## src/rtl/conv_tile_scheduler_if.sv

```systemverilog
// Handshake and tile-coordinate bundle between the layer sequencer (master)
// and its surroundings: layer control, tile start/done, and tile bases.
interface conv_tile_scheduler_if #(
  parameter int AW = 32,
  parameter int CW = 16
);
  logic          conv_start;
  logic          conv_done;
  logic          busy;
  logic          tile_start;
  logic          tile_done;
  logic [AW-1:0] tile_base_n;
  logic [AW-1:0] tile_base_m;
  logic [AW-1:0] tile_base_row;
  logic [AW-1:0] tile_base_col;
  logic [CW-1:0] tile_idx;

  modport master (
    input  conv_start, tile_done,
    output conv_done, busy, tile_start,
           tile_base_n, tile_base_m, tile_base_row, tile_base_col, tile_idx
  );

  modport slave (
    output conv_start, tile_done,
    input  conv_done, busy, tile_start,
           tile_base_n, tile_base_m, tile_base_row, tile_base_col, tile_idx
  );
endinterface

```

## src/rtl/conv_tile_scheduler.sv

```systemverilog
// Layer tile sequencer: walks N x M x R x C in Tn x Tm x Tr x Tc tiles
// (m innermost, then n, col, row), one start/done handshake per tile.
module conv_tile_scheduler #(
  parameter int AW = 32,
  parameter int CW = 16,
  parameter int N  = 32,
  parameter int M  = 32,
  parameter int R  = 64,
  parameter int C  = 32,
  parameter int Tn = 16,
  parameter int Tm = 16,
  parameter int Tr = 64,
  parameter int Tc = 16
) (
  input  logic                 clk,
  input  logic                 rst,
  conv_tile_scheduler_if.master bus
);

  typedef enum logic [1:0] {IDLE, ISSUE, WAIT, DONE} state_e;

  localparam logic [AW-1:0] N_LAST  = AW'(N - Tn);
  localparam logic [AW-1:0] M_LAST  = AW'(M - Tm);
  localparam logic [AW-1:0] R_LAST  = AW'(R - Tr);
  localparam logic [AW-1:0] C_LAST  = AW'(C - Tc);
  localparam logic [AW-1:0] N_STEP  = AW'(Tn);
  localparam logic [AW-1:0] M_STEP  = AW'(Tm);
  localparam logic [AW-1:0] R_STEP  = AW'(Tr);
  localparam logic [AW-1:0] C_STEP  = AW'(Tc);

  state_e        state_q, state_d;
  logic [AW-1:0] n_q, n_d;
  logic [AW-1:0] m_q, m_d;
  logic [AW-1:0] row_q, row_d;
  logic [AW-1:0] col_q, col_d;
  logic [CW-1:0] idx_q, idx_d;

  logic m_wrap, n_wrap, col_wrap, row_wrap, last_tile;

  // Wrap is detected against (dimension - tile), never by counter overflow.
  assign m_wrap    = (m_q   == M_LAST);
  assign n_wrap    = (n_q   == N_LAST);
  assign col_wrap  = (col_q == C_LAST);
  assign row_wrap  = (row_q == R_LAST);
  assign last_tile = m_wrap && n_wrap && col_wrap && row_wrap;

  always_comb begin
    state_d = state_q;
    n_d     = n_q;
    m_d     = m_q;
    row_d   = row_q;
    col_d   = col_q;
    idx_d   = idx_q;
    case (state_q)
      IDLE: begin
        n_d   = '0;
        m_d   = '0;
        row_d = '0;
        col_d = '0;
        idx_d = '0;
        if (bus.conv_start) state_d = ISSUE;
      end
      ISSUE: state_d = WAIT;
      WAIT: begin
        if (bus.tile_done) begin
          if (last_tile) begin
            state_d = DONE;
          end else begin
            state_d = ISSUE;
            idx_d   = idx_q + CW'(1);
            // m innermost so input channels accumulate into one output tile.
            if (m_wrap) begin
              m_d = '0;
              if (n_wrap) begin
                n_d = '0;
                if (col_wrap) begin
                  col_d = '0;
                  row_d = row_q + R_STEP;
                end else begin
                  col_d = col_q + C_STEP;
                end
              end else begin
                n_d = n_q + N_STEP;
              end
            end else begin
              m_d = m_q + M_STEP;
            end
          end
        end
      end
      DONE: begin
        state_d = IDLE;
        n_d     = '0;
        m_d     = '0;
        row_d   = '0;
        col_d   = '0;
        idx_d   = '0;
      end
      default: state_d = IDLE;
    endcase
  end

  always_ff @(posedge clk or posedge rst) begin
    if (rst) begin
      state_q <= IDLE;
      n_q     <= '0;
      m_q     <= '0;
      row_q   <= '0;
      col_q   <= '0;
      idx_q   <= '0;
    end else begin
      state_q <= state_d;
      n_q     <= n_d;
      m_q     <= m_d;
      row_q   <= row_d;
      col_q   <= col_d;
      idx_q   <= idx_d;
    end
  end

  assign bus.tile_start    = (state_q == ISSUE);
  assign bus.conv_done     = (state_q == DONE);
  assign bus.busy          = (state_q != IDLE);
  assign bus.tile_base_n   = n_q;
  assign bus.tile_base_m   = m_q;
  assign bus.tile_base_row = row_q;
  assign bus.tile_base_col = col_q;
  assign bus.tile_idx      = idx_q;

endmodule

```

## src/flat_wrapper.sv

```systemverilog
// flat-port wrapper written by rule: the top's interface ports become plain ports
module conv_tile_scheduler_flat 
#(
  parameter int AW = 32,
  parameter int CW = 16,
  parameter int N  = 32,
  parameter int M  = 32,
  parameter int R  = 64,
  parameter int C  = 32,
  parameter int Tn = 16,
  parameter int Tm = 16,
  parameter int Tr = 64,
  parameter int Tc = 16
)
  (clk, rst, bus_conv_start, bus_tile_done, bus_conv_done, bus_busy, bus_tile_start, bus_tile_base_n, bus_tile_base_m, bus_tile_base_row, bus_tile_base_col, bus_tile_idx);
  conv_tile_scheduler_if #(.AW(AW), .CW(CW)) bus_i ();
  input  logic clk;
  input  logic rst;
  input wire logic [$bits(bus_i.conv_start)-1:0] bus_conv_start;
  input wire logic [$bits(bus_i.tile_done)-1:0] bus_tile_done;
  output wire logic [$bits(bus_i.conv_done)-1:0] bus_conv_done;
  output wire logic [$bits(bus_i.busy)-1:0] bus_busy;
  output wire logic [$bits(bus_i.tile_start)-1:0] bus_tile_start;
  output wire logic [$bits(bus_i.tile_base_n)-1:0] bus_tile_base_n;
  output wire logic [$bits(bus_i.tile_base_m)-1:0] bus_tile_base_m;
  output wire logic [$bits(bus_i.tile_base_row)-1:0] bus_tile_base_row;
  output wire logic [$bits(bus_i.tile_base_col)-1:0] bus_tile_base_col;
  output wire logic [$bits(bus_i.tile_idx)-1:0] bus_tile_idx;
  assign bus_i.conv_start = bus_conv_start;
  assign bus_i.tile_done = bus_tile_done;
  assign bus_conv_done = bus_i.conv_done;
  assign bus_busy = bus_i.busy;
  assign bus_tile_start = bus_i.tile_start;
  assign bus_tile_base_n = bus_i.tile_base_n;
  assign bus_tile_base_m = bus_i.tile_base_m;
  assign bus_tile_base_row = bus_i.tile_base_row;
  assign bus_tile_base_col = bus_i.tile_base_col;
  assign bus_tile_idx = bus_i.tile_idx;
  conv_tile_scheduler #(.AW(AW), .CW(CW), .N(N), .M(M), .R(R), .C(C), .Tn(Tn), .Tm(Tm), .Tr(Tr), .Tc(Tc)) u_core (.clk(clk), .rst(rst), .bus(bus_i));
endmodule
```

## config.mk

```make
export PLATFORM = sky130hd
export DESIGN_NAME = conv_tile_scheduler_flat
export DESIGN_NICKNAME = d
export VERILOG_FILES = /design/src/rtl/conv_tile_scheduler_if.sv /design/src/rtl/conv_tile_scheduler.sv /design/src/flat_wrapper.sv
export SDC_FILE = /design/constraint.sdc
export NUM_CORES = 1
export LEC_CHECK = 0
export CORE_ASPECT_RATIO = 0.75
export CORE_MARGIN = 2
export CORE_UTILIZATION = 53
export CTS_BUF_LIST = sky130_fd_sc_hd__clkbuf_8 sky130_fd_sc_hd__clkbuf_16
export CTS_CLUSTER_DIAMETER = 60
export DETAILED_ROUTE_END_ITERATION = 6
export PLACE_DENSITY = 0.81
export SLEW_MARGIN = 15
export SYNTH_ARGS = -nofsm -noshare
export SYNTH_HDL_FRONTEND = slang
export SYNTH_SLANG_ARGS = --single-unit
```

## constraint.sdc

```tcl
create_clock -name clk -period 4.85 [get_ports clk]
set_input_delay 0.97 -clock clk [delete_from_list [all_inputs] [get_ports clk]]
set_output_delay 0.97 -clock clk [all_outputs]
set_load 0.05 [all_outputs]
```

== Yosys cells after proc, flatten, opt, wreduce, memory -nomap -nowiden ==
Index checks and enable logic that the tools add are counted.
Operators by class
  add/sub/neg operators: 5
  equality and inequality tests: 12
  multiplexer cells: 28
  reductions and logical operators: 13
Operator list (number)
  32-bit two-way mux: 17
  32-bit case mux with 2 select lines: 4
  32-bit by 5-bit adder with 32-bit output, second input constant: 3
  32-bit by 5-bit equality test with 1-bit output, second input constant: 3
  32-bit by 7-bit adder with 32-bit output, second input constant: 1
  32-bit logical NOT: 1
  16-bit two-way mux: 2
  16-bit case mux with 2 select lines: 1
  16-bit by 1-bit adder with 16-bit output, second input constant: 1
  2-bit case mux with 4 select lines: 1
  2-bit two-way mux: 3
  2-bit by 1-bit inequality test with 1-bit output, second input constant: 3
  2-bit inequality test, second input constant: 3
  6-bit AND reduction: 1
  5-bit AND reduction: 1
  2-bit equality test, second input constant: 2
  4-bit AND reduction: 1
  2-bit nonzero test: 2
  1-bit logical AND: 3
  3-bit AND reduction: 1
  2-bit by 1-bit equality test with 1-bit output, second input constant: 1
  2-bit logical NOT: 1
  2-bit AND reduction: 1
  2-bit OR reduction: 1
Word-level totals
  flip-flop bits (word level): 146
  input bits: 4
  output and inout bits: 147
  word-level logic and storage cells: 64

== Longest topological paths before layout ==
Gate-level depths: netlist of run 1.
  depth after elaboration: 7
  gate-level depth with buffers: 11
  depth with buffers taken out: 8

== Worst setup path after synthesis of run 1 ==
Ideal clock, no wire load.
  path kind: register to register
  from: register u_core.m_q[4] (netlist: u_core.bus.tile_base_m[4])
  to: register u_core.row_q[15] (netlist: u_core.bus.tile_base_row[15])
  data arrival time: 2681 ps
  required time: 4752 ps
  slack: 2070 ps
  stages on the path, launching flop included: 10
  path buffers: 2
  clock period less this slack: 2780 ps
  path through: dfrtp_1 > ha_1 > nor4b_1 > nand4_1 > nor4_4 > a21oi_2 > or3_1 > buf_2 > buf_6 > o31ai_1
On the way
  cells in the longest elaborated chain, start to end: 6
  elaborated cells between the ends (all ways): 7
  classes of those cells: eq/ne: 3; reduce/logical: 4
Ends and longest elaborated chain
  start: declaration: RTL line conv_tile_scheduler.sv:33  | logic [AW-1:0] m_q, m_d;
  start signal: assignment: RTL line conv_tile_scheduler.sv:114  | m_q <= m_d;
  32-bit by 5-bit equality test with 1-bit output (*): RTL line conv_tile_scheduler.sv:41  | assign m_wrap = (m_q == M_LAST);
  1-bit logical AND (3 in series): RTL line conv_tile_scheduler.sv:45  | assign last_tile = m_wrap && n_wrap && col_wrap && row_wrap;
  2-bit inequality test (no source line)
  6-bit AND reduction (no source line) (*)
  end signal: assignment: RTL line conv_tile_scheduler.sv:115  | row_q <= row_d;
  end: declaration: RTL line conv_tile_scheduler.sv:34  | logic [AW-1:0] row_q, row_d;
Mark *: on every way between the ends. The rest lies on a longest branch, timed or not.
A chain may end at the register's enable or synchronous reset.

== Worst setup path in the final report of run 1 ==
  from: register u_core.m_q[5] (netlist: u_core.bus.tile_base_m[5])
  to: register u_core.n_q[6] (netlist: u_core.bus.tile_base_n[6])
On the way
  cells in the longest elaborated chain, start to end: 6
  elaborated cells between the ends (all ways): 7
  classes of those cells: eq/ne: 3; reduce/logical: 4
Ends and longest elaborated chain
  32-bit by 5-bit equality test with 1-bit output (*): RTL line conv_tile_scheduler.sv:41
  1-bit logical AND (3 in series): RTL line conv_tile_scheduler.sv:45
  2-bit inequality test (no source line)
  4-bit AND reduction (no source line) (*)
  end signal: assignment: RTL line conv_tile_scheduler.sv:113  | n_q <= n_d;
  end: declaration: RTL line conv_tile_scheduler.sv:32  | logic [AW-1:0] n_q, n_d;
Marked as above.

==> results of run 1 <==
[worst max-delay path, stage by stage (launching register included)]
cell and delay (ns):
sky130_fd_sc_hd__dfrtp_1 0.43, sky130_fd_sc_hd__inv_1 0.08, sky130_fd_sc_hd__ha_1 0.14, sky130_fd_sc_hd__nor4b_1 0.24, sky130_fd_sc_hd__nand4_1 0.31, sky130_fd_sc_hd__nor4_4 0.51, sky130_fd_sc_hd__a21o_2 0.62, sky130_fd_sc_hd__or3_1 0.87
sky130_fd_sc_hd__o21ai_0 0.23
[how the worst max path moves through the flow]
stage,start,to,slack (ns)
CTS,u_core.bus.tile_base_m[5],u_core.bus.tile_base_n[6],1.32
finish,u_core.bus.tile_base_m[5],u_core.bus.tile_base_n[6],1.25
floorplan,rst,u_core.bus.tile_base_col[10],0.47
global route,u_core.bus.tile_base_m[4],u_core.bus.tile_base_n[19],1.10
detailed placement,bus_tile_done,u_core.bus.tile_base_n[24],1.17
global placement,bus_tile_done,u_core.bus.tile_base_n[24],1.23
[report_power, final]
group	leakage [nW]	total, mW	internal (mW)	switching, mW
sequential	1.77	1.34	1.16	0.179
clock	0.305	1.33	0.863	0.462
combinational	1.79	2.65	0.736	1.91
total	3.87	5.32	2.76	2.55
[layer usage]
layer | vias to the layer above | GRT usage, % | share of wire (%)
li1 | 3702 | - | -
met4 | 0 | 7.07 | 0.90
met3 | 25 | 6.02 | 8.9
met1 | 3856 | 42.3 | 46
met2 | 399 | 42.1 | 45
met5 | - | 0 | 0
[registers in the layout, indices dropped and copies added (netlist names)]
register	count
u_core.bus.tile_base_m	28
u_core.bus.tile_base_n	28
u_core.bus.tile_base_col	28
u_core.bus.tile_idx	16
u_core.bus.tile_base_row	26
u_core.state_q	2
[cell families (layout without fill, tap and decap cells)]
| family | count (synthesis) | after routing |
|---|---|---|
| and+or+nand+nor | 374 | 374 |
| AOI/OAI and AO/OA | 311 | 311 |
| DFF | 128 | 128 |
| buffers and inverters | 99 | 191 |
| adders and majority gates | 15 | 15 |
| other | 1 | 18 |
[final cells by class]
type / instances / share of cell area [%]
Tap cell: 200 / 2.54
Multi-Input combinational cell: 718 / 43.7
Clock inverter: 7 / 1.10
Inverter: 19 / 0.749
Timing Repair Buffer: 143 / 14.4
Clock buffer: 22 / 5.01
Sequential cell: 128 / 32.5
[stage by stage]
step	setup WS, ns	hold slack [ns]	total power, mW	cells
2_1_floorplan	0.467	0.500	3.23	945
3_3_place_gp	1.23	0.499	3.87	1208
3_5_place_dp	1.17	0.503	3.93	1208
4_1_cts	1.32	0.515	5.26	1237
5_1_grt	1.10	0.542	5.59	1237
6_report	1.25	0.515	5.32	1237
[synth_stat cells, drive strengths merged, types with 2 or more instances]
library cell and instances:
clkbuf 46, and2 20, nand3 48, nand2b 11
a21oi 31, nor2 67, and3 22, nor4 31
ha 15, o21a 7, inv 19, o2bb2ai 16
o31ai 103, a21boi 4, nor2b 7, and4 5
nor3 20, buf 34, or3 8, o221ai 2
or4 9, nor4b 5, dfrtp 128, a41oi 9
nand4 34, a22o 5, nand2 81, o41ai 13
o21ai 94, or2 4, a31oi 18
==> run summary, run 1 <==
The fraction of the core area covered by cells at the end of the flow is 68.0%. The worst flop-to-flop path startpoint is u_core.bus.tile_base_m[5]. The multi-input combinational cell area came out at 0.00431 mm². The global placement routability congestion is 0.855. In this run the mean area of a mapped cell was 8.51 µm². The routed via count came out at 7,982. The final HPWL from detailed placement came out at 14,800 µm.

Counting every sink on the clock net gives 128. The total of cells resized after clock tree synthesis came out at 0. The largest voltage drop on the vdd net came out at 453 µV. The clock passes through at most 2 buffers. The first global-routing pass estimated 37,000 µm of wire. The clock skew is 0.00741 ns. The share of the yosys chip area belonging to registers came out at 40.6%. The worst hold path begins at u_core.bus.tile_idx[14]. Ranked by total cell area, the synthesized netlist is headed by sky130_fd_sc_hd__dfrtp_1, sky130_fd_sc_hd__o31ai_1, sky130_fd_sc_hd__o21ai_0, sky130_fd_sc_hd__nand2_1, sky130_fd_sc_hd__nor2_1. The depth of the worst register-to-register path came out at 8. The number of top-level pins is 151.

The worst path uses 74.2% of the clock period. The region available for standard cell placement spans 0.0145 mm². The endpoint identified for the worst register-to-register timing path is u_core.bus.tile_base_n[6]. The final hold violation count is 0. The mapped cell area is 0.00790 mm². The synthesized design spends more area on one cell type than any other, namely sky130_fd_sc_hd__dfrtp_1. The number of standard cells after synthesis came out at 928. The proportion of synthesized area in mux cells came out at 0%. The most used flip-flop cell after synthesis is sky130_fd_sc_hd__dfrtp_1. The number of DRC markers after the initial detailed-route iteration is 969.

The cell sitting at the root of the clock tree is a sky130_fd_sc_hd__clkbuf_16. The top cell types in the final layout, fill and taps aside, are sky130_fd_sc_hd__clkdlybuf4s50_1, sky130_fd_sc_hd__dfrtp_1, sky130_fd_sc_hd__o31ai_1. The run finished with clean final reports. The count of fill cells added during filler insertion is 1,168. The count of hold-fix buffers inserted at cts came out at 0. The reg-to-reg setup timing slack is 1.25 ns. The total negative slack for setup checks came out at 0 ns. The main combinational cell family by area after synthesis is compound AO/OA/AOI/OAI gates. The number of slew-limit violations in the final report came out at 0. After synthesis, the share of flip-flops with an asynchronous set or reset is 100%.

In this run the worst path has a maximum fanout of 34. For the worst setup path, the data required time is 5.10 ns. The detailed-route wire length per cell is 18.4 µm. Leaving out fill and tap cells, the most frequent cell in the layout is sky130_fd_sc_hd__clkdlybuf4s50_1.

The number of core rows is 38. The total leakage power came out at 3.87 nW. The number of setup buffers added after CTS is 0. TritonCTS built the clock tree. Summing all placed instances gives a cell area of 0.00925 mm².

The total number of nets in the final design is 1,046. The share of the synthesized area in compound gates (AO/OA/AOI/OAI) came out at 26.3%. The arrival time of data at the critical path endpoint came out at 3.85 ns. For the pin with the worst max-slew slack, the measured transition is 1.08 ns.

The number of nets with antenna violations after routing came out at 0. The maximum number of pins on one net before global-route repair came out at 72. The wire length after detailed routing is 22,800 µm. The fmax came out at 278 MHz. The effective utilization at floorplan came out at 54.5%.

The flop and latch count out of synthesis is 128. The area enclosed by the die boundary is 0.0159 mm². With fillers left out, the area of the finished cells amounts to 0.00986 mm². Summing all flip-flop and latch instances after layout gives 0.00320 mm². The setup path with the least slack is of type flip-flop to flip-flop. The final critical path time including I/O delays and setup came out at 3.60 ns. Cells with a size suffix above 1 make up 5.50% of the layout. The post-synthesis xor/xnor area fraction is 0%. In the global route stage, overall resource usage came out at 28.4%. The path with the worst hold slack has its endpoint at u_core.bus.tile_idx[14]. The total grt overflow came out at 0.

The CTS clock-pin slew for the worst setup and hold paths is 0.06 ns. The total iterations of the first detailed-routing run is 5. The die boundary width came out at 145 µm. The worst hold path cell count came out at 1. The signed area change from the synthesized netlist to the final layout came out at 24.8%. The clock network latency to the later pin of the worst-skew pair is 0.42 ns. Summing the areas of all fa, ha and maj instances in the mapped netlist gives 2.38% of the synthesized area.

After Yosys synthesis, and, or, nand and nor cells account for 24.8% of the synthesized area. The average via count per standard cell came out at 6.45. The worst slew margin relative to its limit came out at 27.2%. The number of diodes came out at 0. STA classifies the critical path startpoint as a flip-flop. The number of buffers inserted by port buffering came out at 132. The detailed-route DRC error count came out at 0. During synthesis, Yosys emitted a total of 0 warnings. Counting distinct cell types in the post-synthesis netlist gives 52. The worst setup path is captured at a flip-flop. The initial antenna violation count is 0. The max-capacitance violation count is 0. The proportion of netlist area held by the largest area contributor is 40.6%. The number of enable-type register cells in the synthesized netlist is 0. The die extent in y came out at 110 µm. The H-tree was split into 4 levels.

For this design the ratio of total power to cell area is 539 mW/mm². Setup repair after global routing left no endpoint under its margin. The final setup violation count came out at 0. The via count of the first global-routing pass is 7,051. The worst hold path belongs to the class flip-flop to flip-flop. In this run, CTS created clock tree buffers numbering 17.
(Power assumes the default switching activity.)
==> run 2, diff against run 1 <==
--- a/config.mk
+++ b/config.mk
@@ -7,11 +7,11 @@
 export LEC_CHECK = 0
 export CORE_ASPECT_RATIO = 0.75
 export CORE_MARGIN = 2
-export CORE_UTILIZATION = 53
+export CORE_UTILIZATION = 48
 export CTS_BUF_LIST = sky130_fd_sc_hd__clkbuf_8 sky130_fd_sc_hd__clkbuf_16
 export CTS_CLUSTER_DIAMETER = 60
 export DETAILED_ROUTE_END_ITERATION = 6
-export PLACE_DENSITY = 0.81
+export PLACE_DENSITY = 0.78
 export SLEW_MARGIN = 15
 export SYNTH_ARGS = -nofsm -noshare
 export SYNTH_HDL_FRONTEND = slang
==> constraint.sdc (replaced) <==
create_clock -name clk -period 3.12 [get_ports clk]
set_input_delay 0.624 -clock clk [delete_from_list [all_inputs] [get_ports clk]]
set_output_delay 0.624 -clock clk [all_outputs]
set_load 0.05 [all_outputs]
==> run summary, run 2 (same netlist as run 1, synthesis figures left out) <==
The arrival time of data at the critical path endpoint is 3.27 ns. Counting the fill cells in the layout gives 1,374. The wire length after detailed routing is 22,900 µm. The number of DRC markers after the initial detailed-route iteration is 905. The final setup violation count is 0. The final hold violation count is 0. The transition at the pin with the smallest max-transition slack is 0.769 ns. Adding up every negative setup slack in the final design gives 0 ns. The number of setup buffers added after CTS is 0.

The final critical path time including I/O delays and setup is 2.96 ns. The average via count per standard cell came out at 6.28. The worst slew margin relative to its limit came out at 48.3%. The TritonCTS clock tree is yes. Clock tree synthesis found a total of 128 sinks. The highest fanout seen on the critical path is 9. The layout cell share with drive strength beyond 1 is 7.46%. The run finished with clean final reports. The floorplan step set the die width to 152 µm. Max-cap violations in this run came to 0. From synthesis to final layout, the design area changed by 27.8%. The clock skew is 0.00782 ns. On the worst path, the slowest cell contributes a delay of 0.58 ns. The maximum level of the CTS H-tree came out at 4.

The total iterations of the first detailed-routing run is 5. The number of buffers and inverters on the critical path came out at 1. On the critical path, the stage with the largest delay is an instance of sky130_fd_sc_hd__nor4_1. The data required time of the worst path is 3.43 ns.

The post-route non-filler standard cell count is 1,269. The total grt overflow is 0. The post-route worst setup slack is 0.162 ns. OpenSTA, run right after detailed placement, puts the worst setup slack at 0.238 ns. After detailed routing, the number of remaining DRC violations is 0. In this run the clock root is driven by a sky130_fd_sc_hd__clkbuf_16. Registers take 0.00320 mm². The initial antenna violation count came out at 0. The overall routing resource usage came out at 26.1%. The signal on the critical path passes through nor4_1 > nand3_1 > nor4_4 > a21oi_2 > or3_1 > buf_4 > o41ai_1.

Buffers placed on the I/O ports in this run total 132. The area enclosed by the die boundary is 0.0175 mm². The number of nets with antenna violations after routing is 0. The total power came out at 8.58 mW. The critical path is of the flip-flop to flip-flop type. Among cell families on the critical path, the largest total delay comes from simple AND/OR/NAND/NOR gates. The routed via count is 7,966. The maximum buffer depth of the clock tree came out at 2. The effective utilization at floorplan came out at 49.2%. In this run the count of I/O pins placed on the die edge is 151.

The count of hold-fix buffers inserted at cts came out at 0. The total leakage power came out at 3.99 nW. Clock-pin slew was measured on the worst setup and hold paths at 0.06 ns. Entering global routing, the biggest net connects 46 pins. The detailed-route wire length per cell came out at 18.0 µm. The total of cells resized after clock tree synthesis is 0. The global placement routability congestion came out at 0.852.

The type of the most critical hold path is flip-flop to flip-flop. Timing would allow up to 338 MHz. Across the VDD grid, the largest voltage drop is 701 µV.

The library cell used most frequently in the layout, excluding fill and tap cells, is sky130_fd_sc_hd__clkdlybuf4s50_1. The fraction of the core area covered by cells at the end of the flow is 62.8%. The total area inside the core boundary comes to 0.0161 mm². In the layout the commonest cells are sky130_fd_sc_hd__clkdlybuf4s50_1, sky130_fd_sc_hd__dfrtp_1, sky130_fd_sc_hd__o31ai_1. The share of the cycle needed by the critical path after routing came out at 94.8%. The global-route wire length before repair came out at 37,600 µm.

The number of diodes is 0. The placed cell count is 1,238. Setup repair after global routing left no endpoint under its margin.

In the final design database the tool counted 1,066 nets. The number of core rows came out at 40. STA classifies the critical path startpoint as a flip-flop. The clock network latency to the later pin of the worst-skew pair came out at 0.42 ns. The multi-input combinational cell area came out at 0.00430 mm². The die extent in y is 115 µm. The power per cell area is 850 mW/mm². The number of slew-limit violations in the final report is 0.

The via count of the first global-routing pass came out at 7,010. The worst setup path is captured at a flip-flop. TritonCTS created 17 clock buffers. The wire-length estimate of the detail-placed layout is 15,500 µm.
==> run 2: worst paths after layout <==
| path | from | endpoint | slack (ns) | depth (start not counted) |
|---|---|---|---|---|
| max in group asynchronous | rst | u_core.bus.tile_base_m[30] | 1.84 | 3 |
| setup reg to reg | u_core.bus.tile_base_m[15] | u_core.bus.tile_base_row[12] | 0.16 | 7 |
| min in group asynchronous | rst | u_core.bus.tile_base_n[30] | 0.62 | 2 |
| hold reg to reg | u_core.bus.tile_idx[14] | u_core.bus.tile_idx[14] | 0.51 | 1 |
| hold / removal | u_core.bus.tile_idx[14] | u_core.bus.tile_idx[14] | 0.51 | 1 |
| setup / recovery | u_core.bus.tile_base_m[15] | u_core.bus.tile_base_row[12] | 0.16 | 7 |
==> run 2: metal layers <==
layer,global-route usage [%],up-vias,wire [µm]
li1,-,3754,-
met1,41.2,3826,10900
met2,36.4,371,9880
met3,5.69,15,1950
met4,5.67,0,180
met5,0,-,0
==> run 2: final cells by class <==
cell class	count	share of cell area, %
Multi-Input combinational cell	718	42.6
Sequential cell	128	31.7
Timing Repair Buffer	163	16.0
Clock buffer	18	4.35
Tap cell	210	2.60
Clock inverter	13	1.92
Inverter	19	0.744
==> run 2: power by group <==
part | internal, mW | leakage, nW | total [mW] | switching [mW]
clock network | 1.42 | 0.313 | 2.16 | 0.741
registers | 1.81 | 1.77 | 2.08 | 0.269
logic | 1.36 | 1.90 | 4.34 | 2.98
total | 4.59 | 3.99 | 8.58 | 3.99
==> run 2: per-stage QoR <==
step	cell area, µm²	hold WS (ns)
detailed placement	9460	0.510
global route	10100	0.534
global placement	9460	0.491
finish	10100	0.511
floorplan	7960	0.500
CTS	10100	0.517
==> run 2: worst register-to-register path: cells and delay by family (launching register included) <==
family | cells | cell delay (ns)
AO/OA/AOI/OAI | 2 | 0.46
buffers and inverters | 1 | 0.19
flip-flops | 1 | 0.45
AND/OR/NAND/NOR | 4 | 1.74
==> run 3, diff against run 2 <==
--- a/config.mk
+++ b/config.mk
@@ -5,13 +5,14 @@
 export SDC_FILE = /design/constraint.sdc
 export NUM_CORES = 1
 export LEC_CHECK = 0
+export CAP_MARGIN = 10
 export CORE_ASPECT_RATIO = 0.75
 export CORE_MARGIN = 2
-export CORE_UTILIZATION = 48
+export CORE_UTILIZATION = 50
 export CTS_BUF_LIST = sky130_fd_sc_hd__clkbuf_8 sky130_fd_sc_hd__clkbuf_16
 export CTS_CLUSTER_DIAMETER = 60
 export DETAILED_ROUTE_END_ITERATION = 6
-export PLACE_DENSITY = 0.78
+export PLACE_DENSITY = 0.77
 export SLEW_MARGIN = 15
 export SYNTH_ARGS = -nofsm -noshare
 export SYNTH_HDL_FRONTEND = slang
==> constraint.sdc (replaced) <==
create_clock -name clk -period 2.85 [get_ports clk]
set_input_delay 0.57 -clock clk [delete_from_list [all_inputs] [get_ports clk]]
set_output_delay 0.57 -clock clk [all_outputs]
set_load 0.05 [all_outputs]
==> run summary, run 3 (same netlist as run 1, synthesis figures left out) <==
The clock skew is 0.00941 ns. The total grt overflow came out at 0. Timing would allow up to 369 MHz. The count of fill cells added during filler insertion came out at 1,271. Entering global routing, the biggest net connects 88 pins.

The max-capacitance violation count is 0. The effective utilization at floorplan is 51.5%. Clock-pin slew was measured on the worst setup and hold paths at 0.06 ns. The power share of the combinational group is 51.4%. The top cell types in the final layout, fill and taps aside, are sky130_fd_sc_hd__clkdlybuf4s50_1, sky130_fd_sc_hd__dfrtp_1, sky130_fd_sc_hd__o31ai_1. The placed cell count came out at 1,266. The number of nets with antenna violations after routing is 0. The number of buffers inserted by port buffering is 132.

The run finished with clean final reports. Across the whole layout, storage elements account for 0.00320 mm². The depth of the worst register-to-register path came out at 7.

Of the total power, the clock network draws 25.5%. The part of the total power dissipated in sequential elements came out at 23.1%. The number of top-level pins came out at 151. TritonCTS built the clock tree.

Using the TritonRoute via totals, the vias-per-cell ratio works out to 6.27. Leaving out fill and tap cells, the most frequent cell in the layout is sky130_fd_sc_hd__clkdlybuf4s50_1. The switching part of the total is 46.0%. The arrival time of data at the critical path endpoint came out at 3.00 ns. The worst register-to-register path begins at u_core.bus.tile_base_col[9]. The global placement routability congestion is 0.850. The cell at the root of the clock tree is sky130_fd_sc_hd__clkbuf_16. Global routing used 28.1% of the available tracks.

In this run the core area contains 39 standard-cell rows. The die is 113 µm tall. The detailed-route DRC error count came out at 0. The total iterations of the first detailed-routing run came out at 5. The final critical path takes up 95.2% of the cycle.

Summed over all nets, the half-perimeter wirelength after detailed placement is 15,800 µm. The highest fanout seen on the critical path came out at 24. The worst-case IR drop observed on VDD is 743 µV.

The TritonCTS buffer count came out at 17. The post-route netlist has 10.5% of its cells at a drive strength greater than 1. The transition at the pin with the smallest max-transition slack is 0.579 ns. In this run the register-to-register setup slack is 0.14 ns. Setup repair after global routing left no endpoint under its margin. The first global-routing pass estimated 38,300 µm of wire. The via count of the first global-routing pass came to 7,337. The number of diodes is 0. The type of the worst setup path is flip-flop to flip-flop. The switching power came out at 4.44 mW. Excluding fillers, the count of instances in the completed layout stands at 1,299.

The terminus of the critical flop-to-flop path is u_core.bus.tile_base_n[16]. The number of DRC markers after the initial detailed-route iteration is 729. Setup violations remaining at the end of the flow were counted as 0.

The clock net sink count came out at 128. The longest clock path from root to sink contains 2 buffers. The final hold violation count came out at 0. Counting I/O delays and the setup requirement, the final critical path takes 2.71 ns. The min-delay analysis places its worst path in the category input pin to asynchronous set/reset pin. Cell internal power was estimated by the tool at 5.21 mW.

The area inside the core boundary came out at 0.0153 mm². The initial antenna violation count came to 0. The type of element launching the critical path is a flip-flop. The area enclosed by the die boundary is 0.0168 mm².

The routed via count came out at 8,143. The worst setup path is captured at a flip-flop. The number of slew-limit violations in the final report came out at 0. The final layout contains routed wiring with a total length of 23,200 µm. Overall power consumption after layout is estimated at 9.66 mW.

The power per cell area came out at 933 mW/mm². The maximum level of the CTS H-tree is 4. The total leakage power is 4.18 nW. The data required time of the worst path is 3.14 ns.

The minimum hold slack is 0.493 ns. The clock network latency to the later pin of the worst-skew pair is 0.43 ns. The die boundary width is 149 µm. After the last flow step, the layout net total stands at 1,100. The multi-input combinational cell area came out at 0.00431 mm².

The total negative slack for setup checks came out at 0 ns. The detailed-route wire length per cell came out at 17.9 µm. The worst slew margin relative to its limit came out at 61.0%. Compared with the post-synthesis result, the final layout area differs by 31.1%.
-- run 3: cell count changes in the layout (fill, tap and decap cells not counted), sizes merged --
cell / change
clkinv: -2
clkbuf: +3
buf: +34
-- run 3: layout make-up --
cell class,instances,share of cell area [%]
Inverter,19,0.725
Clock inverter,11,1.78
Multi-Input combinational cell,718,41.6
Sequential cell,128,30.9
Tap cell,205,2.48
Clock buffer,21,4.64
Timing Repair Buffer,197,17.8
-- run 3: worst max path at each step --
stage	depth (start not counted)	endpoint	start
after CTS	7	u_core.bus.tile_base_row[9]	u_core.bus.tile_base_m[7]
final	7	u_core.bus.tile_base_n[16]	u_core.bus.tile_base_col[9]
after global placement	7	u_core.bus.tile_base_n[22]	bus_tile_done
after detailed placement	7	u_core.bus.tile_base_row[9]	u_core.bus.tile_base_m[7]
after global routing	7	u_core.bus.tile_base_row[9]	u_core.bus.tile_base_col[9]
after floorplan	9	u_core.bus.tile_base_row[15]	u_core.bus.tile_base_m[4]
-- run 3: through the flow --
stage	instance area [µm²]	util, %	setup slack [ns]
2_1_floorplan	7960	-	0.0705
3_3_place_gp	9680	63.2	0.163
3_5_place_dp	9680	63.2	0.119
4_1_cts	10300	67.5	0.0922
5_1_grt	10400	67.6	0.0211
6_report	10400	67.6	0.138
-- run 3: layer usage --
metal	share of wire (%)	up-vias	track usage (%)	routed length (µm)
li1	-	3818	-	-
met1	47	3939	43.0	11000
met2	44	360	40.6	10200
met3	7.7	26	5.81	1780
met4	1.0	0	7.24	238
met5	0	-	0	0
-- run 3: power groups by stage --
| stage | clock [mW] | sequential [mW] | combinational, mW |
|---|---|---|---|
| 4_1_cts | 2.48 | 2.22 | 4.90 |
| 3_3_place_gp | 0 | 2.25 | 4.79 |
| 6_report | 2.46 | 2.23 | 4.96 |
| 3_5_place_dp | 0 | 2.25 | 4.87 |
| 2_1_floorplan | 0 | 2.69 | 2.82 |
| 5_1_grt | 2.58 | 2.26 | 5.36 |
-- run 3: timing repair --
| item | CTS | global route |
|---|---|---|
| hold buffers | 0 | 0 |
| endpoints found under the setup margin | 0 | 16 |
| setup buffers | 0 | 1 |
| resized for setup | 0 | 1 |
-- run 3: critical path: stages (launching register included) --
cell and delay, ns:
sky130_fd_sc_hd__dfrtp_1 0.46, sky130_fd_sc_hd__nor4_1 0.56, sky130_fd_sc_hd__nand3_1 0.27, sky130_fd_sc_hd__nor4_1 0.44, sky130_fd_sc_hd__a21o_2 0.26, sky130_fd_sc_hd__buf_4 0.29
sky130_fd_sc_hd__or2_2 0.19, sky130_fd_sc_hd__o221ai_1 0.11
